`src/rtl/mvm_stream_ctrl_pkg.sv`:
```
// Shared types and widths for the stream-attached matrix-vector multiply controller.
package mvm_pkg;

  localparam int unsigned MAT_SCALE    = 3;
  localparam int unsigned INPUT_WIDTH  = 8;
  localparam int unsigned OUTPUT_WIDTH = 16;
  localparam int unsigned VEC_ADDR_W   = $clog2(MAT_SCALE);
  localparam int unsigned MAT_ADDR_W   = $clog2(MAT_SCALE * MAT_SCALE);

  typedef logic signed [INPUT_WIDTH-1:0]  elem_t;
  typedef logic signed [OUTPUT_WIDTH-1:0] acc_t;

  typedef enum logic [2:0] {
    IDLE,
    LOAD_A,
    LOAD_X,
    COMPUTE,
    DRAIN,
    OUT_ADDR,
    OUT_VALID
  } state_t;

endpackage

```
`src/rtl/mvm_stream_ctrl_if.sv`:
```
// Stream handshakes plus datapath control (memory enables/addresses, accumulator clear, done).
interface mvm_stream_ctrl_if
  import mvm_pkg::*;
#(
  parameter int unsigned VEC_W = VEC_ADDR_W,
  parameter int unsigned MAT_W = MAT_ADDR_W
) ();

  logic             s_valid;
  logic             s_ready;
  logic             m_valid;
  logic             m_ready;
  logic             wr_en_a;
  logic [MAT_W-1:0] addr_a;
  logic             wr_en_x;
  logic [VEC_W-1:0] addr_x;
  logic             wr_en_y;
  logic [VEC_W-1:0] addr_y;
  logic             clear_acc;
  logic             done;

  modport master (
    input  s_valid, m_ready,
    output s_ready, m_valid, wr_en_a, addr_a, wr_en_x, addr_x,
           wr_en_y, addr_y, clear_acc, done
  );

  modport slave (
    output s_valid, m_ready,
    input  s_ready, m_valid, wr_en_a, addr_a, wr_en_x, addr_x,
           wr_en_y, addr_y, clear_acc, done
  );

endinterface

```
`src/rtl/mvm_stream_ctrl_wrap_counter.sv`:
```
// Address counter that wraps from TOP back to zero; last flags the terminal count.
module wrap_counter #(
  parameter int unsigned WIDTH = 2,
  parameter int unsigned TOP   = 2
) (
  input  logic             clk,
  input  logic             reset,
  input  logic             en,
  input  logic             clr,
  output logic [WIDTH-1:0] out,
  output logic             last
);

  logic [WIDTH-1:0] out_q, out_d;

  assign last = (out_q == WIDTH'(TOP));
  assign out  = out_q;

  always_comb begin
    out_d = out_q;
    if (clr) begin
      out_d = '0;
    end else if (en) begin
      out_d = last ? '0 : out_q + WIDTH'(1);
    end
  end

  always_ff @(posedge clk or negedge reset) begin
    if (!reset) begin
      out_q <= '0;
    end else begin
      out_q <= out_d;
    end
  end

endmodule

```
`src/rtl/mvm_stream_ctrl.sv`:
```
// Sequences load of A and x from a stream, a one-product-per-cycle MAC schedule,
// and a backpressured drain of y, then pulses done.
module mvm_stream_ctrl #(
  parameter int unsigned MAT_SCALE = mvm_pkg::MAT_SCALE
) (
  input  logic              clk,
  input  logic              reset,
  mvm_stream_ctrl_if.master bus
);

  import mvm_pkg::*;

  localparam int unsigned VEC_W   = $clog2(MAT_SCALE);
  localparam int unsigned MAT_W   = $clog2(MAT_SCALE * MAT_SCALE);
  localparam int unsigned MAT_TOP = MAT_SCALE * MAT_SCALE - 1;
  localparam int unsigned VEC_TOP = MAT_SCALE - 1;

  state_t state_q, state_d;
  logic   s_ready_q, s_ready_d;
  logic   m_valid_q, m_valid_d;
  logic   done_q, done_d;
  logic   clear_acc_q, clear_acc_d;
  logic   wr_en_y_q, wr_en_y_d;

  logic             a_en, x_en, y_en, cnt_clr;
  logic             a_last, x_last, y_last;
  logic [MAT_W-1:0] addr_a;
  logic [VEC_W-1:0] addr_x;
  logic [VEC_W-1:0] addr_y;
  logic             s_hs, m_hs;

  assign s_hs = s_ready_q && bus.s_valid;
  assign m_hs = m_valid_q && bus.m_ready;

  // addr_y doubles as the delayed row index: it steps on each row write, so it
  // is back at zero once the final row lands in DRAIN.
  wrap_counter #(.WIDTH(MAT_W), .TOP(MAT_TOP)) u_cnt_a (
    .clk(clk), .reset(reset), .en(a_en), .clr(cnt_clr), .out(addr_a), .last(a_last)
  );
  wrap_counter #(.WIDTH(VEC_W), .TOP(VEC_TOP)) u_cnt_x (
    .clk(clk), .reset(reset), .en(x_en), .clr(cnt_clr), .out(addr_x), .last(x_last)
  );
  wrap_counter #(.WIDTH(VEC_W), .TOP(VEC_TOP)) u_cnt_y (
    .clk(clk), .reset(reset), .en(y_en), .clr(cnt_clr), .out(addr_y), .last(y_last)
  );

  // Next state; the MAC tag (clear/write) is registered so it aligns with the product.
  always_comb begin
    state_d     = state_q;
    s_ready_d   = 1'b0;
    m_valid_d   = 1'b0;
    done_d      = 1'b0;
    clear_acc_d = 1'b1;
    wr_en_y_d   = 1'b0;
    a_en        = 1'b0;
    x_en        = 1'b0;
    y_en        = wr_en_y_q;
    cnt_clr     = 1'b0;
    unique case (state_q)
      IDLE: begin
        state_d   = LOAD_A;
        s_ready_d = 1'b1;
        cnt_clr   = 1'b1;
      end
      LOAD_A: begin
        s_ready_d = 1'b1;
        a_en      = s_hs;
        if (s_hs && a_last) state_d = LOAD_X;
      end
      LOAD_X: begin
        x_en = s_hs;
        if (s_hs && x_last) state_d = COMPUTE;
        else                s_ready_d = 1'b1;
      end
      COMPUTE: begin
        a_en        = 1'b1;
        x_en        = 1'b1;
        clear_acc_d = x_last;
        wr_en_y_d   = x_last;
        if (a_last) state_d = DRAIN;
      end
      DRAIN: begin
        state_d = OUT_ADDR;
      end
      OUT_ADDR: begin
        state_d   = OUT_VALID;
        m_valid_d = 1'b1;
      end
      OUT_VALID: begin
        m_valid_d = !m_hs;
        y_en      = m_hs;
        if (m_hs) begin
          if (y_last) begin
            state_d = IDLE;
            done_d  = 1'b1;
          end else begin
            state_d = OUT_ADDR;
          end
        end
      end
      default: state_d = IDLE;
    endcase
  end

  always_ff @(posedge clk or negedge reset) begin
    if (!reset) begin
      state_q     <= IDLE;
      s_ready_q   <= 1'b0;
      m_valid_q   <= 1'b0;
      done_q      <= 1'b0;
      clear_acc_q <= 1'b1;
      wr_en_y_q   <= 1'b0;
    end else begin
      state_q     <= state_d;
      s_ready_q   <= s_ready_d;
      m_valid_q   <= m_valid_d;
      done_q      <= done_d;
      clear_acc_q <= clear_acc_d;
      wr_en_y_q   <= wr_en_y_d;
    end
  end

  assign bus.s_ready   = s_ready_q;
  assign bus.m_valid   = m_valid_q;
  assign bus.done      = done_q;
  assign bus.clear_acc = clear_acc_q;
  assign bus.wr_en_y   = wr_en_y_q;
  assign bus.wr_en_a   = (state_q == LOAD_A) && bus.s_valid;
  assign bus.wr_en_x   = (state_q == LOAD_X) && bus.s_valid;
  assign bus.addr_a    = addr_a;
  assign bus.addr_x    = addr_x;
  assign bus.addr_y    = addr_y;

endmodule

```
`src/flat_wrapper.sv`:
```
// flat-port wrapper written by rule: the top's interface ports become plain ports
module mvm_stream_ctrl_flat import mvm_pkg::*;
#(
  parameter int unsigned MAT_SCALE = mvm_pkg::MAT_SCALE
)
  (clk, reset, bus_s_valid, bus_m_ready, bus_s_ready, bus_m_valid, bus_wr_en_a, bus_addr_a, bus_wr_en_x, bus_addr_x, bus_wr_en_y, bus_addr_y, bus_clear_acc, bus_done);
  mvm_stream_ctrl_if bus_i ();
  input  logic clk;
  input  logic reset;
  input wire logic [$bits(bus_i.s_valid)-1:0] bus_s_valid;
  input wire logic [$bits(bus_i.m_ready)-1:0] bus_m_ready;
  output wire logic [$bits(bus_i.s_ready)-1:0] bus_s_ready;
  output wire logic [$bits(bus_i.m_valid)-1:0] bus_m_valid;
  output wire logic [$bits(bus_i.wr_en_a)-1:0] bus_wr_en_a;
  output wire logic [$bits(bus_i.addr_a)-1:0] bus_addr_a;
  output wire logic [$bits(bus_i.wr_en_x)-1:0] bus_wr_en_x;
  output wire logic [$bits(bus_i.addr_x)-1:0] bus_addr_x;
  output wire logic [$bits(bus_i.wr_en_y)-1:0] bus_wr_en_y;
  output wire logic [$bits(bus_i.addr_y)-1:0] bus_addr_y;
  output wire logic [$bits(bus_i.clear_acc)-1:0] bus_clear_acc;
  output wire logic [$bits(bus_i.done)-1:0] bus_done;
  assign bus_i.s_valid = bus_s_valid;
  assign bus_i.m_ready = bus_m_ready;
  assign bus_s_ready = bus_i.s_ready;
  assign bus_m_valid = bus_i.m_valid;
  assign bus_wr_en_a = bus_i.wr_en_a;
  assign bus_addr_a = bus_i.addr_a;
  assign bus_wr_en_x = bus_i.wr_en_x;
  assign bus_addr_x = bus_i.addr_x;
  assign bus_wr_en_y = bus_i.wr_en_y;
  assign bus_addr_y = bus_i.addr_y;
  assign bus_clear_acc = bus_i.clear_acc;
  assign bus_done = bus_i.done;
  mvm_stream_ctrl #(.MAT_SCALE(MAT_SCALE)) u_core (.clk(clk), .reset(reset), .bus(bus_i));
endmodule
```
`config.mk`:
```
export PLATFORM = sky130hd
export DESIGN_NAME = mvm_stream_ctrl_flat
export DESIGN_NICKNAME = d
export VERILOG_FILES = /design/src/rtl/mvm_stream_ctrl_pkg.sv /design/src/rtl/mvm_stream_ctrl_if.sv /design/src/rtl/mvm_stream_ctrl_wrap_counter.sv /design/src/rtl/mvm_stream_ctrl.sv /design/src/flat_wrapper.sv
export SDC_FILE = /design/constraint.sdc
export NUM_CORES = 1
export LEC_CHECK = 0
export CELL_PAD_IN_SITES_DETAIL_PLACEMENT = 0
export CELL_PAD_IN_SITES_GLOBAL_PLACEMENT = 1
export CORE_MARGIN = 5
export CORE_UTILIZATION = 38
export DETAILED_ROUTE_END_ITERATION = 10
export GPL_TIMING_DRIVEN = 0
export PLACE_DENSITY = 0.84
export SYNTH_ARGS = -nofsm -noshare
export SYNTH_HDL_FRONTEND = slang
export SYNTH_SLANG_ARGS = --single-unit
```
`constraint.sdc`:
```
create_clock -name clk -period 1.6 [get_ports clk]
set_clock_uncertainty 0.05 [all_clocks]
set_input_delay 0.48 -clock clk [delete_from_list [all_inputs] [get_ports clk]]
set_output_delay 0.48 -clock clk [all_outputs]
set_load 0.02 [all_outputs]
```
Yosys cells after proc, flatten, opt, wreduce, memory -nomap -nowiden
Index checks and enable logic that the tools add are counted.

word-level totals
  register bits after elaboration = 16
  latch bits = 0
  bits in writable memories = 0
  bits in read-only memories = 0
  logic and storage cells = 65
  memories kept = 0

operators by class
  add/sub/neg operators = 3
  multiply operators = 0
  div/mod/pow operators = 0
  $lt $le $gt $ge = 0
  equal/unequal tests = 13
  shift operators = 0
  muxes and demuxes = 27
  bitwise gates (word level) = 0
  reductions and logical operators = 13

operators by type and width
  operator               number
  $pmux W3 S7            1
  $mux W3                5
  $mux W2                6
  $mux W4                3
  $eq A3 B3 Y1 const B   3
  $mux W1                8
  $ne A2 B1 Y1 const B   4
  $pmux W1 S2            4
  $eq A3 B2 Y1 const B   2
  $logic_and A1 B1 Y1    6
  $reduce_bool A2 Y1     3
  $add A2 B1 Y2 const B  2
  $add A4 B1 Y4 const B  1
  $eq A2 B2 Y1 const B   2
  $eq A4 B4 Y1 const B   1
  $reduce_and A4 Y1      1
  $eq A3 B1 Y1 const B   1
  $logic_not A3 Y1       1
  $reduce_or A2 Y1       1
  $logic_not A1 Y1       1

Depth between registers and ports, before layout
  depth in word-level cells = 4
  depth in mapped cells = 5

By module
From an unflattened synthesis, not the netlist that was laid out.

unflattened totals
  cell total of the unflattened synthesis = 87
  area total of the unflattened synthesis = 854.6 µm²

modules (own cells, without submodules)
  module                              instances  cells each  area an instance (µm²)
  mvm_stream_ctrl                     1          44          427.9
  wrap_counter at u_core.u_cnt_a      1          25          236.5
  wrap_counter at u_core.u_cnt_x ...  2          9           95.1

Worst setup path after synthesis
Ideal clock, no wire load.

  path kind = register to output
  from = register u_core.state_q[2]
  to = output bus_wr_en_x
  arrival = 1014 ps
  data required time = 1070 ps
  setup slack = 56 ps
  cell stages (with the launch flop) = 5
  buffers on the path = 2
  cells stage by stage = dfrtp_1 buf_6 clkbuf_1 inv_1 and3_1

on the way
  word-level cells in the longest chain between the ends = 2

ends and longest elaborated chain
  item                    RTL line                RTL
  from (decl)             mvm_stream_ctrl.sv:18   state_t state_q, state_d;
  from (signal assigned)  mvm_stream_ctrl.sv:114  state_q <= state_d;
  $eq A3 B2 Y1            mvm_stream_ctrl.sv:129  assign bus.wr_en_x = (state_q == LOAD_X) && bus.s_valid;
  $logic_and A1 B1 Y1     mvm_stream_ctrl.sv:129
  to (decl)               flat_wrapper.sv:16      output wire logic [$bits(bus_i.wr_en_x)-1:0] bus_wr_en_x;

No other way between the ends.

Worst setup path in the final report
  from = register u_core.state_q[2]
  to = output bus_wr_en_a

on the way
  word-level cells in the longest chain between the ends = 2

ends and longest elaborated chain
  item                 RTL line                RTL
  $eq A3 B1 Y1         mvm_stream_ctrl.sv:128  assign bus.wr_en_a = (state_q == LOAD_A) && bus.s_valid;
  $logic_and A1 B1 Y1  mvm_stream_ctrl.sv:128
  to (decl)            flat_wrapper.sv:14      output wire logic [$bits(bus_i.wr_en_a)-1:0] bus_wr_en_a;

No other way between the ends.

==> impl_metrics.tcl <==
set metrics [dict create \
    synthDominantCellAreaShare_pct 38.7 \
    core_um2 2450 \
    insertion_delay_ns 0.29 \
    avgSynthCellArea_um2 9.51 \
    finalWirelength_um 2480 \
    synthArstFlopShare_pct 100 \
    grt_pass1_wl_um 3900 \
    initialDrtViolationCount 30 \
    cts_buffers 3 \
    utilization_pct 53.7 \
    cts_tree "built" \
    antenna_found_initial 0 \
    io_buffers 18 \
    yosys-top-cells-count "dfrtp_1 (15), nand2_1 (10), inv_1 (6), mux2i_1 (6)" \
    timing.final.max_slew_violations 0 \
    hold_buffers 0 \
    combPwrFrac_pct 60.8 \
    power.leakage_nw 0.614 \
    dp_hpwl_um 1610 \
    globalplace.congestion 0.763 \
    design.die.area_um2 3660 \
    diodes 0 \
    finalSetupTns_ns -0.474 \
    grt_setup_unrepaired "true" \
    swShare_pct 43.7 \
    chipHeight_um 60.5 \
    period_needed_ns 1.82 \
    ant_nets 0 \
    nFillCells 230 \
    cts-root-buf "clkbuf_4" \
    synthDistinctLibCells 37 \
    path_class "register to output port" \
    rr_startpoint "u_core.state_q[1]" \
    critPathCaptureType "output port" \
    synth_top_cell_by_area "dfrtp_1" \
    hold_class "primary input to async pin" \
    worstPathArrival_ns 1.29 \
    setup_viol 3 \
    tightest_slew_ns 0.731 \
    violations "setup timing" \
    ys_seq_area_share_pct 41.4 \
    routed-via-count 910 \
    p_sw_mw 1.06 \
    syn2layout_area_growth_pct 36.0 \
    yosysMostFrequentCell "dfrtp_1" \
    critPathLaunchType "register" \
    sequentialPowerShare_pct 29.8 \
    htree_levels 1 \
    yosys_warnings 0 \
    p_clk_share_pct 9.4 \
    drive_gt1_share_pct 30.6 \
    synth_edf_count 0 \
    maxSlewHeadroom_pct 51.1 \
    chipWidth_um 60.5 \
    post-route-period-util_pct 114 \
    worstSetupStartpoint "u_core.state_q[2]" \
    via_per_inst 5.55 \
    drt-wirelength-per-cell_um 15.1 \
    synth-seq-cells 16 \
    p_int_mw 1.37 \
    fin_nets 141 \
    crit_required_ns 1.07 \
    rows 18 \
    synth_area_um2 970 \
    drc 0 \
    cts_sinks 16 \
    overflow 0 \
    initial_utilization_pct 39.5 \
    setup_slack_ns -0.217 \
    grt_pass1_vias 842 \
    final_hold_viol_count 0 \
    power_density_nw_per_um2 1850 \
    dr.pass1.iters 4 \
    synth_cells 102 \
    path_clk_slew_ns 0.10 \
    worstPathMaxFanout 5 \
    num_io_pins 19 \
    timing.fmax_ghz 0.550 \
    clockBufferDepth 2 \
    synth_flop_cell "dfrtp_1" \
    synthTopCellsByArea "dfrtp_1 (39%), mux2i_1 (6.2%), nand2_1 (3.9%), and4b_1 (3.1%), nand3b_1 (3.1%)" \
    maxCapViolCount 0 \
    grt_usage_pct 14.5 \
    syn-num-nets 108 \
    status "finished with violations" \
    grt_max_degree 17 \
    ir_drop_v 0.000870 \
]
-- layer usage --
metal | GRT usage [%] | part of all wire (%) | vias to the layer above
met5 | 0 | 0 | -
met1 | 18.9 | 47 | 431
li1 | - | - | 436
met3 | 4.26 | 6.1 | 8
met4 | 8.05 | 2.5 | 0
met2 | 21.6 | 45 | 35
-- cells in the final DEF (no fill, tap or decap), drive strengths merged, types with 2 or more instances in the layout --
cell           Yosys  routed
a21oi              5       5
and2b              2       2
and3               3       3
and4b              3       3
buf                2      16
clkbuf             4      12
clkdlybuf4s15      0       3
clkdlybuf4s50      0       2
dfrtp             15      15
dlygate4sd2        0       5
ha                 2       2
inv                6       6
mux2i              6       6
nand2             10      10
nand3              3       3
nand3b             4       4
nor2               4       4
nor2b              4       4
o211ai             3       3
o21ai              5       5
o2bb2ai            2       2
-- cells by family after synthesis --
group,Yosys count,share of synthesized area [%]
fa+ha+maj,2,2.58
flops,16,41.4
simple gates,43,27.9
buf+inv,12,6.19
mux,6,6.19
compound gates,23,15.7
-- layout make-up --
type / count / area [µm²] / share of cell area, %
plain buffers: 5 / 55.1 / 4.17
multi-input cells: 74 / 532 / 40.3
inverters: 6 / 30.0 / 2.28
repair buffers: 29 / 231 / 17.6
flip-flops and latches: 16 / 407 / 30.8
clock buffers: 4 / 26.3 / 1.99
well taps: 30 / 37.5 / 2.85
-- per-stage QoR --
stage	worst slack [ns]	cells	hold slack, ns	total power, mW	cell area, µm²
floorplan	0.0558	102	0.134	1.54	970
global placement	-0.835	150	0.532	1.96	1190
detailed placement	-0.827	150	0.544	1.99	1190
CTS	-0.257	162	0.562	2.37	1320
global route	-0.284	164	0.593	2.61	1320
finish	-0.217	164	0.555	2.43	1320
-- registers in the layout, indices dropped and copies added, names as in the netlist --
name / cells
u_core.u_cnt_x.out: 2
u_core.bus.m_valid: 1
u_core.bus.s_ready: 1
u_core.state_q: 3
u_core.bus.done: 1
u_core.u_cnt_a.out: 4
u_core.u_cnt_y.out: 2
u_core.bus.wr_en_y: 1
u_core.bus.clear_acc: 1
-- power by group through the flow --
stage | clock network [mW] | logic, mW | registers [mW]
finish | 0.228 | 1.48 | 0.726
global route | 0.251 | 1.61 | 0.746
CTS | 0.233 | 1.43 | 0.698
detailed placement | 0 | 1.28 | 0.708
global placement | 0 | 1.25 | 0.705
floorplan | 0 | 0.737 | 0.807
-- worst max-delay path, cell delays in order (launching register included) --
cell	delay, ns
dfrtp_2	0.46
and2b_2	0.25
and3_4	0.18
buf_6	0.11
-- final timing paths --
kind | end | slack, ns | cells after the start
max | bus_wr_en_a | -0.22 | 3
min | u_core.u_cnt_a.out[2] | 0.56 | 1
max reg2reg | u_core.u_cnt_a.out[2] | -0.04 | 5
min reg2reg | u_core.u_cnt_y.out[0] | 0.56 | 2
max in group asynchronous | u_core.u_cnt_x.out[1] | 0.42 | 1
min in group clk | u_core.u_cnt_y.out[0] | 0.56 | 2
-- timing repair --
action / in CTS / in global routing
setup endpoints to repair: 18 / 12
setup buffers: 8 / 3
cloned: 0 / 0
gates resized for setup: 52 / 15
pin swaps: 0 / 2
Power figures use the tool's default switching activity.
